[src/rtl/alu_acc_seq.sv]
// alu_acc_seq
// W-bit sequential ALU with a valid/ready request handshake, registered
// result and flags, a 2W-bit running accumulator and a shift-add multiplier
// that retires one partial product per cycle.
//
// Ports
//   i_clk        clock, all state updates on the rising edge
//   i_rst_n      asynchronous active-low reset
//   i_ena        stall when low: no accept, FSM/counters/outputs hold
//   i_in_valid   operation request
//   o_in_ready   block can accept (IDLE and enabled)
//   i_op         operation code (ADD SUB ACC CLR MUL AND XOR RD)
//   i_a, i_b     unsigned W-bit operands
//   o_out_valid  one-cycle pulse: result and flags were updated
//   o_result     registered 2W-bit result, holds between pulses
//   o_carry      carry / borrow / accumulator wrap
//   o_overflow   signed overflow of SUB, otherwise 0
//   o_zero       new result equals zero
//   o_busy       multiply in progress
module alu_acc_seq #(
  parameter int W = 4
) (
  input  logic           i_clk,
  input  logic           i_rst_n,
  input  logic           i_ena,
  input  logic           i_in_valid,
  output logic           o_in_ready,
  input  logic [2:0]     i_op,
  input  logic [W-1:0]   i_a,
  input  logic [W-1:0]   i_b,
  output logic           o_out_valid,
  output logic [2*W-1:0] o_result,
  output logic           o_carry,
  output logic           o_overflow,
  output logic           o_zero,
  output logic           o_busy
);

  localparam int RW = 2 * W;
  localparam int CW = $clog2(W + 1);

  localparam logic [2:0] OP_ADD = 3'b000;
  localparam logic [2:0] OP_SUB = 3'b001;
  localparam logic [2:0] OP_ACC = 3'b010;
  localparam logic [2:0] OP_CLR = 3'b011;
  localparam logic [2:0] OP_MUL = 3'b100;
  localparam logic [2:0] OP_AND = 3'b101;
  localparam logic [2:0] OP_XOR = 3'b110;

  localparam logic [CW-1:0] CNT_INIT = CW'(W);
  localparam logic [CW-1:0] CNT_ONE  = CW'(1);

  typedef enum logic [0:0] {
    S_IDLE = 1'b0,
    S_MUL  = 1'b1
  } state_t;

  state_t        r_state, w_state_nxt;
  logic [RW-1:0] r_acc, w_acc_nxt;
  logic [RW-1:0] r_prod, w_prod_nxt;
  logic [RW-1:0] r_mcand, w_mcand_nxt;
  logic [W-1:0]  r_mplier, w_mplier_nxt;
  logic [CW-1:0] r_cnt, w_cnt_nxt;
  logic [RW-1:0] r_result, w_result_nxt;
  logic          r_carry, w_carry_nxt;
  logic          r_ovf, w_ovf_nxt;
  logic          r_zero, w_zero_nxt;
  logic          r_out_valid, w_out_valid_nxt;
  logic          r_busy, w_busy_nxt;

  logic          w_in_ready;
  logic          w_accept;
  logic          w_done;
  logic [W:0]    w_sum;
  logic [W:0]    w_diff;
  logic          w_sub_ovf;
  logic [RW:0]   w_acc_sum;
  logic [RW-1:0] w_addend;
  logic [RW-1:0] w_prod_add;

  assign w_in_ready = (r_state == S_IDLE) && i_ena;
  assign w_accept   = i_in_valid && w_in_ready;

  // Operand arithmetic; bit W of the W+1-bit difference is the borrow.
  assign w_sum      = {1'b0, i_a} + {1'b0, i_b};
  assign w_diff     = {1'b0, i_a} - {1'b0, i_b};
  // Signed overflow: operands differ in sign and the result sign differs from a.
  assign w_sub_ovf  = (i_a[W-1] ^ i_b[W-1]) & (w_diff[W-1] ^ i_a[W-1]);
  assign w_acc_sum  = {1'b0, r_acc} + {{(W + 1){1'b0}}, i_a};
  assign w_addend   = r_mplier[0] ? r_mcand : {RW{1'b0}};
  assign w_prod_add = r_prod + w_addend;

  // Next-state, datapath and output-register values.
  always_comb begin
    w_state_nxt     = r_state;
    w_acc_nxt       = r_acc;
    w_prod_nxt      = r_prod;
    w_mcand_nxt     = r_mcand;
    w_mplier_nxt    = r_mplier;
    w_cnt_nxt       = r_cnt;
    w_result_nxt    = r_result;
    w_carry_nxt     = r_carry;
    w_ovf_nxt       = r_ovf;
    w_out_valid_nxt = r_out_valid;
    w_busy_nxt      = r_busy;
    w_done          = 1'b0;

    if (i_ena) begin
      // out_valid is a pulse: it only survives an enabled edge that completes an op.
      w_out_valid_nxt = 1'b0;
      case (r_state)
        S_IDLE: begin
          if (w_accept) begin
            if (i_op == OP_MUL) begin
              w_prod_nxt   = {RW{1'b0}};
              w_mcand_nxt  = {{W{1'b0}}, i_a};
              w_mplier_nxt = i_b;
              w_cnt_nxt    = CNT_INIT;
              w_busy_nxt   = 1'b1;
              w_state_nxt  = S_MUL;
            end else begin
              w_done      = 1'b1;
              w_carry_nxt = 1'b0;
              w_ovf_nxt   = 1'b0;
              case (i_op)
                OP_ADD: begin
                  w_result_nxt = {{(W - 1){1'b0}}, w_sum};
                  w_carry_nxt  = w_sum[W];
                end
                OP_SUB: begin
                  w_result_nxt = {{W{1'b0}}, w_diff[W-1:0]};
                  w_carry_nxt  = w_diff[W];
                  w_ovf_nxt    = w_sub_ovf;
                end
                OP_ACC: begin
                  w_acc_nxt    = w_acc_sum[RW-1:0];
                  w_result_nxt = w_acc_sum[RW-1:0];
                  w_carry_nxt  = w_acc_sum[RW];
                end
                OP_CLR: begin
                  w_acc_nxt    = {RW{1'b0}};
                  w_result_nxt = {RW{1'b0}};
                end
                OP_AND: w_result_nxt = {{W{1'b0}}, i_a & i_b};
                OP_XOR: w_result_nxt = {{W{1'b0}}, i_a ^ i_b};
                // RD (MUL never reaches this branch)
                default: w_result_nxt = r_acc;
              endcase
            end
          end else begin
            w_state_nxt = S_IDLE;
          end
        end
        S_MUL: begin
          w_prod_nxt   = w_prod_add;
          w_mcand_nxt  = {r_mcand[RW-2:0], 1'b0};
          w_mplier_nxt = {1'b0, r_mplier[W-1:1]};
          w_cnt_nxt    = r_cnt - CNT_ONE;
          // Last partial product: the sum including it is the final product.
          if (r_cnt <= CNT_ONE) begin
            w_done       = 1'b1;
            w_result_nxt = w_prod_add;
            w_carry_nxt  = 1'b0;
            w_ovf_nxt    = 1'b0;
            w_busy_nxt   = 1'b0;
            w_state_nxt  = S_IDLE;
          end else begin
            w_state_nxt = S_MUL;
          end
        end
        default: begin
          w_busy_nxt  = 1'b0;
          w_state_nxt = S_IDLE;
        end
      endcase
    end else begin
      w_state_nxt = r_state;
    end

    if (w_done) begin
      w_out_valid_nxt = 1'b1;
      w_zero_nxt      = (w_result_nxt == {RW{1'b0}});
    end else begin
      w_zero_nxt = r_zero;
    end
  end

  // State and output registers.
  always_ff @(posedge i_clk or negedge i_rst_n) begin
    if (!i_rst_n) begin
      r_state     <= S_IDLE;
      r_acc       <= {RW{1'b0}};
      r_prod      <= {RW{1'b0}};
      r_mcand     <= {RW{1'b0}};
      r_mplier    <= {W{1'b0}};
      r_cnt       <= {CW{1'b0}};
      r_result    <= {RW{1'b0}};
      r_carry     <= 1'b0;
      r_ovf       <= 1'b0;
      r_zero      <= 1'b1;
      r_out_valid <= 1'b0;
      r_busy      <= 1'b0;
    end else begin
      r_state     <= w_state_nxt;
      r_acc       <= w_acc_nxt;
      r_prod      <= w_prod_nxt;
      r_mcand     <= w_mcand_nxt;
      r_mplier    <= w_mplier_nxt;
      r_cnt       <= w_cnt_nxt;
      r_result    <= w_result_nxt;
      r_carry     <= w_carry_nxt;
      r_ovf       <= w_ovf_nxt;
      r_zero      <= w_zero_nxt;
      r_out_valid <= w_out_valid_nxt;
      r_busy      <= w_busy_nxt;
    end
  end

  assign o_in_ready  = w_in_ready;
  assign o_out_valid = r_out_valid;
  assign o_result    = r_result;
  assign o_carry     = r_carry;
  assign o_overflow  = r_ovf;
  assign o_zero      = r_zero;
  assign o_busy      = r_busy;

endmodule

[config.mk]
export PLATFORM = sky130hd
export DESIGN_NAME = alu_acc_seq
export DESIGN_NICKNAME = d
export VERILOG_FILES = /design/src/rtl/alu_acc_seq.sv
export SDC_FILE = /design/constraint.sdc
export NUM_CORES = 1
export LEC_CHECK = 0
export CELL_PAD_IN_SITES_DETAIL_PLACEMENT = 1
export CELL_PAD_IN_SITES_GLOBAL_PLACEMENT = 1
export CORE_ASPECT_RATIO = 0.9
export CORE_MARGIN = 1
export CORE_UTILIZATION = 40
export DETAILED_ROUTE_END_ITERATION = 8
export GPL_TIMING_DRIVEN = 0
export PLACE_DENSITY_LB_ADDON = 0.1
export RECOVER_POWER = 25
export SETUP_SLACK_MARGIN = 0.5
export SYNTH_ARGS = -nofsm -noshare
export SYNTH_HDL_FRONTEND = slang
export SYNTH_SLANG_ARGS = --single-unit
export TNS_END_PERCENT = 5
[constraint.sdc]
create_clock -name i_clk -period 2.8 [get_ports i_clk]
set_clock_uncertainty 0.05 [all_clocks]
set_input_delay 0.7 -clock i_clk [delete_from_list [all_inputs] [get_ports i_clk]]
set_output_delay 0.7 -clock i_clk [all_outputs]
set_load 0.03 [all_outputs]
After elaboration in Yosys (flattened, before gate mapping)
Cells that the tools add are included.
{"block": "totals", "reg_bits": 45, "latchBits": 0, "ram_bits": 0, "mem_bits_ro": 0, "in_bits": 15, "output_inout_bits": 14, "wordCells": 88, "mem_count": 0}
{"block": "classes", "add_sub_neg": 5, "mul": 0, "div_mod_pow": 0, "order_cmp": 1, "eq_ne": 10, "n_shift": 0, "n_mux": 43, "n_bitwise": 7, "reduce_logical": 10}
{"cell": "$mux W8", "count": 9}
{"cell": "$pmux W8 S2", "count": 4}
{"cell": "$pmux W8 S6", "count": 1}
{"cell": "$mux W1", "count": 17}
{"cell": "$pmux W1 S2", "count": 5}
{"cell": "$add A8 B4 Y9", "count": 1}
{"cell": "$eq A3 B3 Y1 const B", "count": 3}
{"cell": "$add A8 B8 Y8", "count": 1}
{"cell": "$logic_not A8 Y1", "count": 1}
{"cell": "$mux W4", "count": 2}
{"cell": "$pmux W4 S2", "count": 1}
{"cell": "$reduce_and A4 Y1", "count": 2}
{"cell": "$eq A3 B2 Y1 const B", "count": 2}
{"cell": "$mux W3", "count": 2}
{"cell": "$pmux W3 S2", "count": 1}
{"cell": "$add A4 B4 Y5", "count": 1}
{"cell": "$reduce_and A5 Y1", "count": 1}
{"cell": "$sub A4 B4 Y5", "count": 1}
{"cell": "$and A4 B4 Y4", "count": 1}
{"cell": "$ne A2 B1 Y1 const B", "count": 2}
{"cell": "$ne A2 B2 Y1 const B", "count": 2}
{"cell": "$reduce_bool A2 Y1", "count": 2}
{"cell": "$xor A4 B4 Y4", "count": 1}
{"cell": "$eq A3 B1 Y1 const B", "count": 1}
{"cell": "9 further kinds", "count": 12}

Depth between registers and ports, before layout
Gate-level depths: netlist (run 1).
{"block": "depth", "word_depth": 7, "mapped_depth": 11, "ltp_nobuf": 11}

Worst setup path after synthesis (run 1)
Ideal clock, no wire load.
{"block": "synth_timing", "path_type": "in2reg", "startpoint": "input port i_a[0]", "endpoint": "register r_zero, in the netlist o_zero", "setup_time_ps": 72, "arrival_time_ps": 2726, "required_ps": 2678, "slack_ps": -47, "path_stages": 10, "n_path_buf": 0, "cell_sequence": "ha_1 > inv_1 > fa_1 > nand2b_1 > o2bb2ai_1 > a31oi_1 > o2111ai_1 > a211o_1 > or4b_1 > o21ai_1"}
{"block": "synth_between", "elab_chain_len": 7, "word_cells_on_any_way": 11, "cone_classes": "add/sub: 3; mux: 5; bitwise: 2; reduce/logical: 1"}
{"item": "start: declaration", "line": "29", "rtl": "input logic [W-1:0] i_a,"}
{"item": "$add A8 B4 Y9, or another cell as far along", "line": "89", "rtl": "assign w_acc_sum = {1'b0, r_acc} + {{(W + 1){1'b0}}, i_a};"}
{"item": "$pmux W8 S6 (*)", "line": "125", "rtl": "case (i_op)"}
{"item": "$mux W8 (*)", "line": "114", "rtl": "if (i_op == OP_MUL) begin"}
{"item": "$mux W8 (*)", "line": "113", "rtl": "if (w_accept) begin"}
{"item": "$pmux W8 S2 (*)", "line": "111", "rtl": "case (r_state)"}
{"item": "$mux W8 (*)", "line": "108", "rtl": "if (i_ena) begin"}
{"item": "$logic_not A8 Y1 (*)", "line": "182", "rtl": "w_zero_nxt = (w_result_nxt == {RW{1'b0}});"}
{"item": "end signal: assignment", "line": "213", "rtl": "r_zero <= w_zero_nxt;"}
{"item": "end: declaration", "line": "67", "rtl": "logic r_zero, w_zero_nxt;"}
Mark *: on every way between the ends. The rest lies on a longest branch, timed or not.
A chain may end at the register's enable or synchronous reset.

Worst setup path after layout (run 1)
{"block": "layout_timing", "startpoint": "input port i_a[1]", "endpoint": "register r_zero, in the netlist o_zero"}
The elaborated chain is that of the path after synthesis.

==> impl_metrics.env, run 1 <==
export IMPL_fin_worst_hold_slack_ps=419.1
export IMPL_fin_ws_ps=11.83
export IMPL_cts_sinks=45
export IMPL_rsz0062_at_grt="true"
export IMPL_max_cap_violations=0
export IMPL_synth_distinct_cells=58
export IMPL_worstHoldStart="o_zero$_DFFE_PN1P_"
export IMPL_synth_async_reset_ratio_pct=100.0
export IMPL_synth_area_mm2=0.003277
export IMPL_rows=30
export IMPL_antenna_cells=0
export IMPL_path_max_fanout=7
export IMPL_vdd_ir_drop_max_mv=0.3640
export IMPL_dpl_worst_slack_ps=-1036
export IMPL_grt_ovfl_total=0
export IMPL_dieArea_mm2=0.008558
export IMPL_reg2reg_from="r_mplier[0]$_DFFE_PN0P_"
export IMPL_detail_route_wl_per_cell_um=19.83
export IMPL_use_met3_pct=2.953
export IMPL_clk_pin_slew_worst_paths_ps=100
export IMPL_grt_max_degree=28
export IMPL_synth_seq_cells=45
export IMPL_hold_violations=0
export IMPL_start_util_pct=42.38
export IMPL_antenna_found_initial=0
export IMPL_power_leakage_uw=0.001815
export IMPL_max_freq_mhz=358.7
export IMPL_syn_area_per_cell_um2=8.692
export IMPL_gp_congestion=0.8452
export IMPL_drtIter0Drc=171
export IMPL_min_period_over_period_pct=99.58
export IMPL_io_pins=29
export IMPL_status="completed"
export IMPL_period_minus_slack_ps=2788
export IMPL_die_x_um=97.41
export IMPL_cts_root_buf="clkbuf_8"
export IMPL_vias=3102
export IMPL_globalRoute_busiestLayer="met2"
export IMPL_end_kind="flip-flop"
export IMPL_ctsHoldBuffers=0
export IMPL_ant_nets=0
export IMPL_coreArea_mm2=0.007732
export IMPL_yosysWarnings=0
export IMPL_io_buffers=27
export IMPL_grt_pass1_vias=3199
export IMPL_syn_nets=417
export IMPL_clk_latency_ps=300
export IMPL_max_slew_margin_rel_pct=27.66
export IMPL_reg2reg_slack_ps=10
export IMPL_htree_levels=2
export IMPL_dr_pass1_iters=4
export IMPL_holdPathStages=2
export IMPL_cp_startpoint="i_a[1]"
export IMPL_cts_tree="yes"
export IMPL_fillCellCount=907
export IMPL_viasPerCell=5.954
export IMPL_critical_path_class="primary input to flip-flop"
export IMPL_postSynthCellCount=377
export IMPL_synth_edf_count=0
export IMPL_die_height_um=87.87
export IMPL_start_kind="primary input"
export IMPL_grt_util_all_layers_pct=24.97
export IMPL_wl_um=10330
export IMPL_synth_top_flop_cell="dfrtp_1"
export IMPL_grt_use_met2_pct=40.43
export IMPL_cts_buffers_inserted=5
export IMPL_drc_errors=0
export IMPL_drive_above_1_share_pct=23.06
export IMPL_fin_nets=464
export IMPL_drv_slew=0
export IMPL_min_path_type="flip-flop to flip-flop"
export IMPL_clockBufferDepth=2
export IMPL_use_met1_pct=36.76
export IMPL_dp_hpwl_um=7608
export IMPL_power_density_mw_per_mm2=793.9
export IMPL_critical_path_required_ps=2990
export IMPL_cp_arrival_ps=2980
export IMPL_grt_pass1_wl_um=16840
export IMPL_ys_seq_area_share_pct=34.40
export IMPL_areaGrowthSynthToFinish_pct=26.99
export IMPL_worstMarginPinSlew_ps=1085
export IMPL_r2r_cells=10
export IMPL_setup_viol=0
cells in the mapped netlist (7+ instances only):
master    count  area share (%)
ha_1         21             8.0
a21oi_1      14             2.1
o211ai_1      7             1.6
nand2_1      47             5.4
o31ai_1       9             2.1
o22ai_1       8             1.5
o21ai_0      26             4.0
xor2_1        7             1.9
dfrtp_1      44              34
inv_1        23             2.6
a211oi_1      7             1.6
nor2_1       20             2.3
a21o_1        8             1.8
nand3_1      18             2.7
buf_2         7             1.1
and2_1        9             1.7
flip-flops by register name (all words and copies together), names as in the netlist:
name	cells
o_out_valid	1
o_zero	1
r_acc	8
o_carry	1
r_state	1
r_cnt	3
r_prod	8
o_result	8
r_mcand	8
o_overflow	1
o_busy	1
r_mplier	4
where the power goes:
part / total (µW) / internal, µW / switching (µW) / leakage, µW
registers: 1120 / 883 / 235 / 0.000569
clock network: 420 / 178 / 242 / 0.0000385
logic: 1770 / 771 / 995 / 0.00121
cell type report:
type / count / area (µm²) / share of cell area, %
Buffer: 15 / 105.1 / 2.526
Clock buffer: 7 / 76.32 / 1.834
Clock inverter: 1 / 7.507 / 0.1804
Inverter: 23 / 91.34 / 2.195
Multi-Input combinational cell: 294 / 2256 / 54.21
Sequential cell: 45 / 1129 / 27.12
Tap cell: 96 / 120.1 / 2.886
Timing Repair Buffer: 40 / 376.6 / 9.050
placed cells by master, fill, tap and decap left out, types with 4 or more instances in the layout:
cell / Yosys / routed
o21ai_1: 2 / 4
buf_4: 3 / 15
nor3_1: 6 / 4
a22oi_1: 5 / 5
ha_4: 0 / 6
clkbuf_1: 5 / 6
nor2_1: 20 / 19
ha_1: 21 / 12
dlygate4sd2_1: 0 / 4
xor2_1: 7 / 6
nand2_1: 47 / 46
a31oi_1: 4 / 4
o21ai_0: 26 / 22
clkdlybuf4s50_1: 0 / 13
and3_1: 4 / 4
fa_2: 0 / 4
and2_1: 9 / 7
a21oi_1: 14 / 9
nand3_1: 18 / 17
mux2i_1: 6 / 6
dfrtp_1: 44 / 43
a21o_1: 8 / 8
o211ai_1: 7 / 7
nand2b_1: 6 / 4
clkbuf_8: 0 / 5
o31ai_1: 9 / 8
o22ai_1: 8 / 8
a211oi_1: 7 / 4
xnor2_1: 6 / 4
inv_1: 23 / 19
buf_6: 0 / 8
metal layers:
layer / share of wire (%) / routed length [µm]
met1: 51 / 5288
met2: 45 / 4673
met3: 3.1 / 320
met4: 0.46 / 48
met5: 0 / 0
final timing paths:
check                                    endpoint
max                            o_zero$_DFFE_PN1P_
min                            o_zero$_DFFE_PN1P_
max reg2reg                    o_zero$_DFFE_PN1P_
min reg2reg                    o_zero$_DFFE_PN1P_
max in group asynchronous    r_acc[0]$_DFFE_PN0P_
min in group asynchronous  r_mcand[6]$_DFFE_PN0P_
per-stage QoR:
stage | area [µm²] | power, µW | TNS (ps) | util, % | cells
2_1_floorplan | 3337 | 2111 | 0 | - | 377
3_3_place_gp | 3727 | 2573 | -24560 | 48.20 | 500
3_5_place_dp | 3742 | 2631 | -7215 | 48.40 | 501
4_1_cts | 4055 | 3205 | -47.63 | 52.44 | 520
5_1_grt | 4161 | 3533 | -102.9 | 53.82 | 521
6_report | 4161 | 3304 | 0 | 53.82 | 521
cells by family (layout without fill, tap and decap cells):
group,Yosys count,in the layout,synth area share [%]
AOI/OAI and AO/OA,119,119,25.05
xor gates and xnor gates,13,13,3.475
adders and majority gates,25,25,10.46
buffers and inverters,38,86,4.964
DFF,45,45,34.40
muxes,6,6,1.833
and+or+nand+nor,131,131,19.82
critical path, stage by stage:
cell       delay, ps
buf_4            160
inv_1             80
fa_2             410
nand2b_4         170
o2bb2ai_2        150
a31oi_1          230
o2111ai_2        160
a211o_1          310
or4b_1           470
o21ai_1          130
timing repair:
item                                    in CTS  in global routing
endpoints found under the setup margin      36                 30
resized for setup                           80                 30
pin swaps                                   15                 19
setup buffers                               11                  1
Power figures use the tool's default switching activity.
==> inputs of run 2 (changes only) <==
--- a/config.mk
+++ b/config.mk
@@ -5,6 +5,7 @@
 export SDC_FILE = /design/constraint.sdc
 export NUM_CORES = 1
 export LEC_CHECK = 0
+export ABC_CLOCK_PERIOD_IN_PS = 2800
 export CELL_PAD_IN_SITES_DETAIL_PLACEMENT = 1
 export CELL_PAD_IN_SITES_GLOBAL_PLACEMENT = 1
 export CORE_ASPECT_RATIO = 0.9
@@ -12,7 +13,7 @@
 export CORE_UTILIZATION = 40
 export DETAILED_ROUTE_END_ITERATION = 8
 export GPL_TIMING_DRIVEN = 0
-export PLACE_DENSITY_LB_ADDON = 0.1
+export PLACE_DENSITY = 0.73
 export RECOVER_POWER = 25
 export SETUP_SLACK_MARGIN = 0.5
 export SYNTH_ARGS = -nofsm -noshare
==> impl_metrics.env, run 2 (synthesized netlist as in run 1, its figures left out) <==
export IMPL_status="finished with violations"
export IMPL_violations="setup timing"
export IMPL_grt_max_degree=25
export IMPL_wl_um=10760
export IMPL_fin_util_pct=54.68
export IMPL_die_height_um=87.87
export IMPL_htree_levels=2
export IMPL_dp_cells=501
export IMPL_grt_pass1_wl_um=17490
export IMPL_ant_nets=0
export IMPL_dr_pass1_iters=4
export IMPL_grt_ovfl_total=0
export IMPL_r2r_cells=11
export IMPL_power_leakage_uw=0.001857
export IMPL_reg2reg_from="r_mplier[0]$_DFFE_PN0P_"
export IMPL_crit_family="compound AO/OA/AOI/OAI gates"
export IMPL_max_freq_mhz=355.7
export IMPL_mostFrequentLayoutCells="nand2_1, dfrtp_1, buf_4"
export IMPL_io_pins=29
export IMPL_cp_num_buf_inv=3
export IMPL_final_common_cell="nand2_1"
export IMPL_rows=30
export IMPL_rsz0062_at_grt="true"
export IMPL_viasPerCell=5.991
export IMPL_clk_pin_slew_worst_paths_ps=90
export IMPL_end_kind="flip-flop"
export IMPL_cts_sinks=45
export IMPL_antenna_cells=0
export IMPL_design_area_mm2=0.004228
export IMPL_cp_num_cells=11
export IMPL_areaGrowthSynthToFinish_pct=29.02
export IMPL_holdPathStages=2
export IMPL_dp_hpwl_um=7815
export IMPL_final_cells=529
export IMPL_grt_util_all_layers_pct=26.18
export IMPL_vias=3169
export IMPL_worstPathCellList="buf_6 -> inv_6 -> ha_4 -> inv_2 -> fa_2 -> a221oi_2 -> o22ai_1 -> o311a_1 -> o211a_1 -> or4b_1 -> o21ai_2"
export IMPL_clockBufferDepth=2
export IMPL_start_kind="primary input"
export IMPL_cp_arrival_ps=3000
export IMPL_r2r_end="o_zero$_DFFE_PN1P_"
export IMPL_die_x_um=97.41
export IMPL_dpl_cell_area_mm2=0.003742
export IMPL_path_max_fanout=4
export IMPL_setup_viol=1
export IMPL_period_minus_slack_ps=2811
export IMPL_drv_slew=0
export IMPL_fin_worst_hold_slack_ps=440.9
export IMPL_cts_buffers_inserted=5
export IMPL_reg2reg_slack_ps=-10
export IMPL_min_to="r_mcand[5]$_DFFE_PN0P_"
export IMPL_antenna_found_initial=0
export IMPL_vdd_ir_drop_max_mv=0.3461
export IMPL_cts_root_buf="clkbuf_8"
export IMPL_io_buffers=27
export IMPL_min_path_type="flip-flop to flip-flop"
export IMPL_critical_path_class="primary input to flip-flop"
export IMPL_crit_slowest_cell="or4b_1"
export IMPL_max_stage_delay_ps=540
export IMPL_critical_path_required_ps=2990
export IMPL_start_util_pct=42.38
export IMPL_drtIter0Drc=191
export IMPL_dieArea_mm2=0.008558
export IMPL_drc_errors=0
export IMPL_fin_nets=472
export IMPL_grt_pass1_vias=3278
export IMPL_hold_violations=0
export IMPL_worstMarginPinSlew_ps=1255
export IMPL_drive_above_1_share_pct=22.86
export IMPL_cts_tree="yes"
export IMPL_max_cap_violations=0
export IMPL_clk_latency_ps=300
export IMPL_min_period_over_period_pct=100.4
export IMPL_fin_ws_ps=-11.10
export IMPL_max_slew_margin_rel_pct=16.32
export IMPL_power_density_mw_per_mm2=825.0
export IMPL_worstHoldStart="r_mcand[5]$_DFFE_PN0P_"
export IMPL_gp_congestion=0.8388
export IMPL_coreArea_mm2=0.007732
export IMPL_tns_ps=-11.10
export IMPL_detail_route_wl_per_cell_um=20.34
[run 2: worst max path at each step]
stage               slack [ps]                     from            endpoint
CTS                        0.6  r_mplier[0]$_DFFE_PN0P_  o_zero$_DFFE_PN1P_
detailed placement       -1190                   i_a[0]  o_zero$_DFFE_PN1P_
floorplan                   30                   i_a[0]  o_zero$_DFFE_PN1P_
finish                     -10                   i_a[0]  o_zero$_DFFE_PN1P_
global route              -100  r_mplier[0]$_DFFE_PN0P_  o_zero$_DFFE_PN1P_
global placement         -1160                   i_a[0]  o_zero$_DFFE_PN1P_
[run 2: stage by stage]
stage / power, µW / setup WS [ps]
after floorplan: 2111 / 30.63
final: 3488 / -11.10
after detailed placement: 2650 / -1190
after global routing: 3707 / -99.38
after global placement: 2583 / -1162
after CTS: 3403 / 0.6499
[run 2: routing by layer]
metal / GRT usage [%] / wire [µm] / part of all wire (%) / vias up
met5: 0 / 0 / 0 / -
met4: 6.016 / 129 / 1.2 / 0
met3: 3.751 / 476 / 4.4 / 11
met2: 43.93 / 5097 / 47 / 76
met1: 36.09 / 5059 / 47 / 1598
li1: - / - / - / 1484
[run 2: worst min-delay path, delay by kind of cell (launching register included)]
| kind | cells | cell delay [ps] |
|---|---|---|
| DFF | 1 | 370 |
| and+or+nand+nor | 2 | 100 |
[run 2: what timing repair did]
item                                    in CTS  in global routing
endpoints found under the setup margin      37                 24
pin swaps                                   15                  7
hold buffers                                 0                  0
buffers inserted                            18                  2
resized for setup                           76                 15
[run 2: final cells by class]
cell class | count | area (µm²)
fillers | 910 | 3505
multi-input cells | 294 | 2252
flip-flops and latches | 45 | 1129
repair buffers | 48 | 416.7
well taps | 96 | 120.1
plain buffers | 15 | 102.6
inverters | 23 | 91.34
clock buffers | 7 | 86.33
clock inverters | 1 | 30.03
[run 2: where the power goes]
group	leakage, µW	internal, µW	switching, µW
Clock	0.0000585	292	243
Combinational	0.00123	812	1010
Sequential	0.000569	883	250
==> inputs of run 3 (changes only) <==
--- a/config.mk
+++ b/config.mk
@@ -13,6 +13,7 @@
 export CORE_UTILIZATION = 40
 export DETAILED_ROUTE_END_ITERATION = 8
 export GPL_TIMING_DRIVEN = 0
+export MAX_ROUTING_LAYER = met4
 export PLACE_DENSITY = 0.73
 export RECOVER_POWER = 25
 export SETUP_SLACK_MARGIN = 0.5
==> impl_metrics.env, run 3 (synthesized netlist as in run 1, its figures left out) <==
export IMPL_clk_latency_ps=300
export IMPL_fin_worst_hold_slack_ps=441.1
export IMPL_power_leakage_uw=0.001857
export IMPL_switching_share_pct=42.98
export IMPL_dp_hpwl_um=7815
export IMPL_start_util_pct=42.38
export IMPL_seq_power_share_pct=32.5
export IMPL_critical_path_required_ps=2990
export IMPL_total_power_uw=3483
export IMPL_mostFrequentLayoutCells="nand2_1, dfrtp_1, buf_4"
export IMPL_path_max_fanout=5
export IMPL_vias=3163
export IMPL_dieArea_mm2=0.008558
export IMPL_rsz0062_at_grt="true"
export IMPL_power_share_combinational_pct=52.1
export IMPL_worstMarginPinSlew_ps=1233
export IMPL_die_x_um=97.41
export IMPL_antenna_cells=0
export IMPL_period_minus_slack_ps=2817
export IMPL_hold_violations=0
export IMPL_max_slew_margin_rel_pct=17.82
export IMPL_fin_ws_ps=-16.91
export IMPL_fin_util_pct=54.68
export IMPL_fin_nets=472
export IMPL_cts_root_buf="clkbuf_8"
export IMPL_antenna_found_initial=0
export IMPL_clockBufferDepth=2
export IMPL_drtIter0Drc=196
export IMPL_io_pins=29
export IMPL_dp_cells=501
export IMPL_grt_max_degree=25
export IMPL_power_switching_uw=1497
export IMPL_cp_arrival_ps=3010
export IMPL_cts_sinks=45
export IMPL_grt_pass1_vias=3279
export IMPL_vdd_ir_drop_max_mv=0.3444
export IMPL_start_kind="primary input"
export IMPL_min_path_type="flip-flop to flip-flop"
export IMPL_grt_ovfl_total=0
export IMPL_dpl_cell_area_mm2=0.003742
export IMPL_clk_pin_slew_worst_paths_ps=90
export IMPL_power_density_mw_per_mm2=823.8
export IMPL_drv_slew=0
export IMPL_drc_errors=0
export IMPL_drive_above_1_share_pct=22.86
export IMPL_status="finished with violations"
export IMPL_htree_levels=2
export IMPL_areaGrowthSynthToFinish_pct=29.02
export IMPL_design_area_mm2=0.004228
export IMPL_min_period_over_period_pct=100.6
export IMPL_cts_buffers_inserted=5
export IMPL_critical_path_class="primary input to flip-flop"
export IMPL_fillCellCount=910
export IMPL_end_kind="flip-flop"
export IMPL_viasPerCell=5.979
export IMPL_violations="setup timing"
export IMPL_ant_nets=0
export IMPL_setup_viol=2
export IMPL_detail_route_wl_per_cell_um=20.27
export IMPL_final_cells=529
export IMPL_die_height_um=87.87
export IMPL_grt_util_all_layers_pct=27.06
export IMPL_grt_pass1_wl_um=17480
export IMPL_ctsHoldBuffers=0
export IMPL_clockPowerShare_pct=15.3
export IMPL_max_cap_violations=0
export IMPL_rows=30
export IMPL_cts_tree="yes"
export IMPL_gp_congestion=0.8518
export IMPL_coreArea_mm2=0.007732
export IMPL_max_freq_mhz=355.0
export IMPL_io_buffers=27
export IMPL_final_common_cell="nand2_1"
export IMPL_wl_um=10720
export IMPL_dr_pass1_iters=4
export IMPL_p_int_uw=1986
## run 3: cell counts in the layout (fill, tap and decap cells not counted)
Identical to the previous run, type by type.
## run 3: metrics by stage
stage	setup WS [ps]	TNS [ps]
floorplan	30.63	0
global placement	-1162	-23510
detailed placement	-1190	-6555
CTS	0.6499	0
global route	-99.38	-229.4
finish	-16.91	-17.47
## run 3: critical path: stages
cell	delay (ps)
clkdlybuf4s50_1	530
inv_1	90
ha_4	300
a21oi_1	60
o21ai_2	170
o2111ai_1	190
a211o_1	340
or4b_1	490
o21ai_2	130
## run 3: path summary, 6_finish.rpt
path                                    startpoint                      to  slack (ps)  cells after the start
min in group asynchronous                  i_rst_n  r_mcand[6]$_DFFE_PN0P_         570                      1
min                         r_mcand[5]$_DFFE_PN0P_  r_mcand[5]$_DFFE_PN0P_         440                      2
max                                         i_b[3]      o_zero$_DFFE_PN1P_         -20                      9
max in group asynchronous                  i_rst_n    r_acc[4]$_DFFE_PN0P_         870                      2
min reg2reg                 r_mcand[5]$_DFFE_PN0P_  r_mcand[5]$_DFFE_PN0P_         440                      2
max reg2reg                r_mplier[0]$_DFFE_PN0P_      o_zero$_DFFE_PN1P_         -10                     10
## run 3: power by group through the flow
stage	clock network (µW)	logic, µW	registers, µW
after floorplan	0	956	1150
after global placement	0	1470	1110
after detailed placement	0	1520	1130
after CTS	537	1740	1120
after global routing	562	1980	1170
final	534	1820	1130
## run 3: timing repair
item	CTS	global route
setup endpoints to repair	37	24
pin swaps	15	7
setup buffers	18	2
gates resized for setup	76	15
## run 3: routing by layer
metal	part of all wire (%)	wire length, µm	global-route usage, %	up-vias
li1	-	-	-	1479
met2	47	4998	43.80	83
met1	47	5084	36.39	1587
met5	0	0	-	-
met3	4.5	485	3.591	14
met4	1.5	156	6.016	0
## run 3: area by class of cell
class	instances	area [µm²]	share of cell area (%)
buffer	15	102.6	2.427
clock inverter	1	30.03	0.7103
timing repair buffer	48	416.7	9.855
tap	96	120.1	2.841
inverter	23	91.34	2.160
sequential	45	1129	26.69
clock buffer	7	86.33	2.042
multi-input combinational	294	2252	53.27
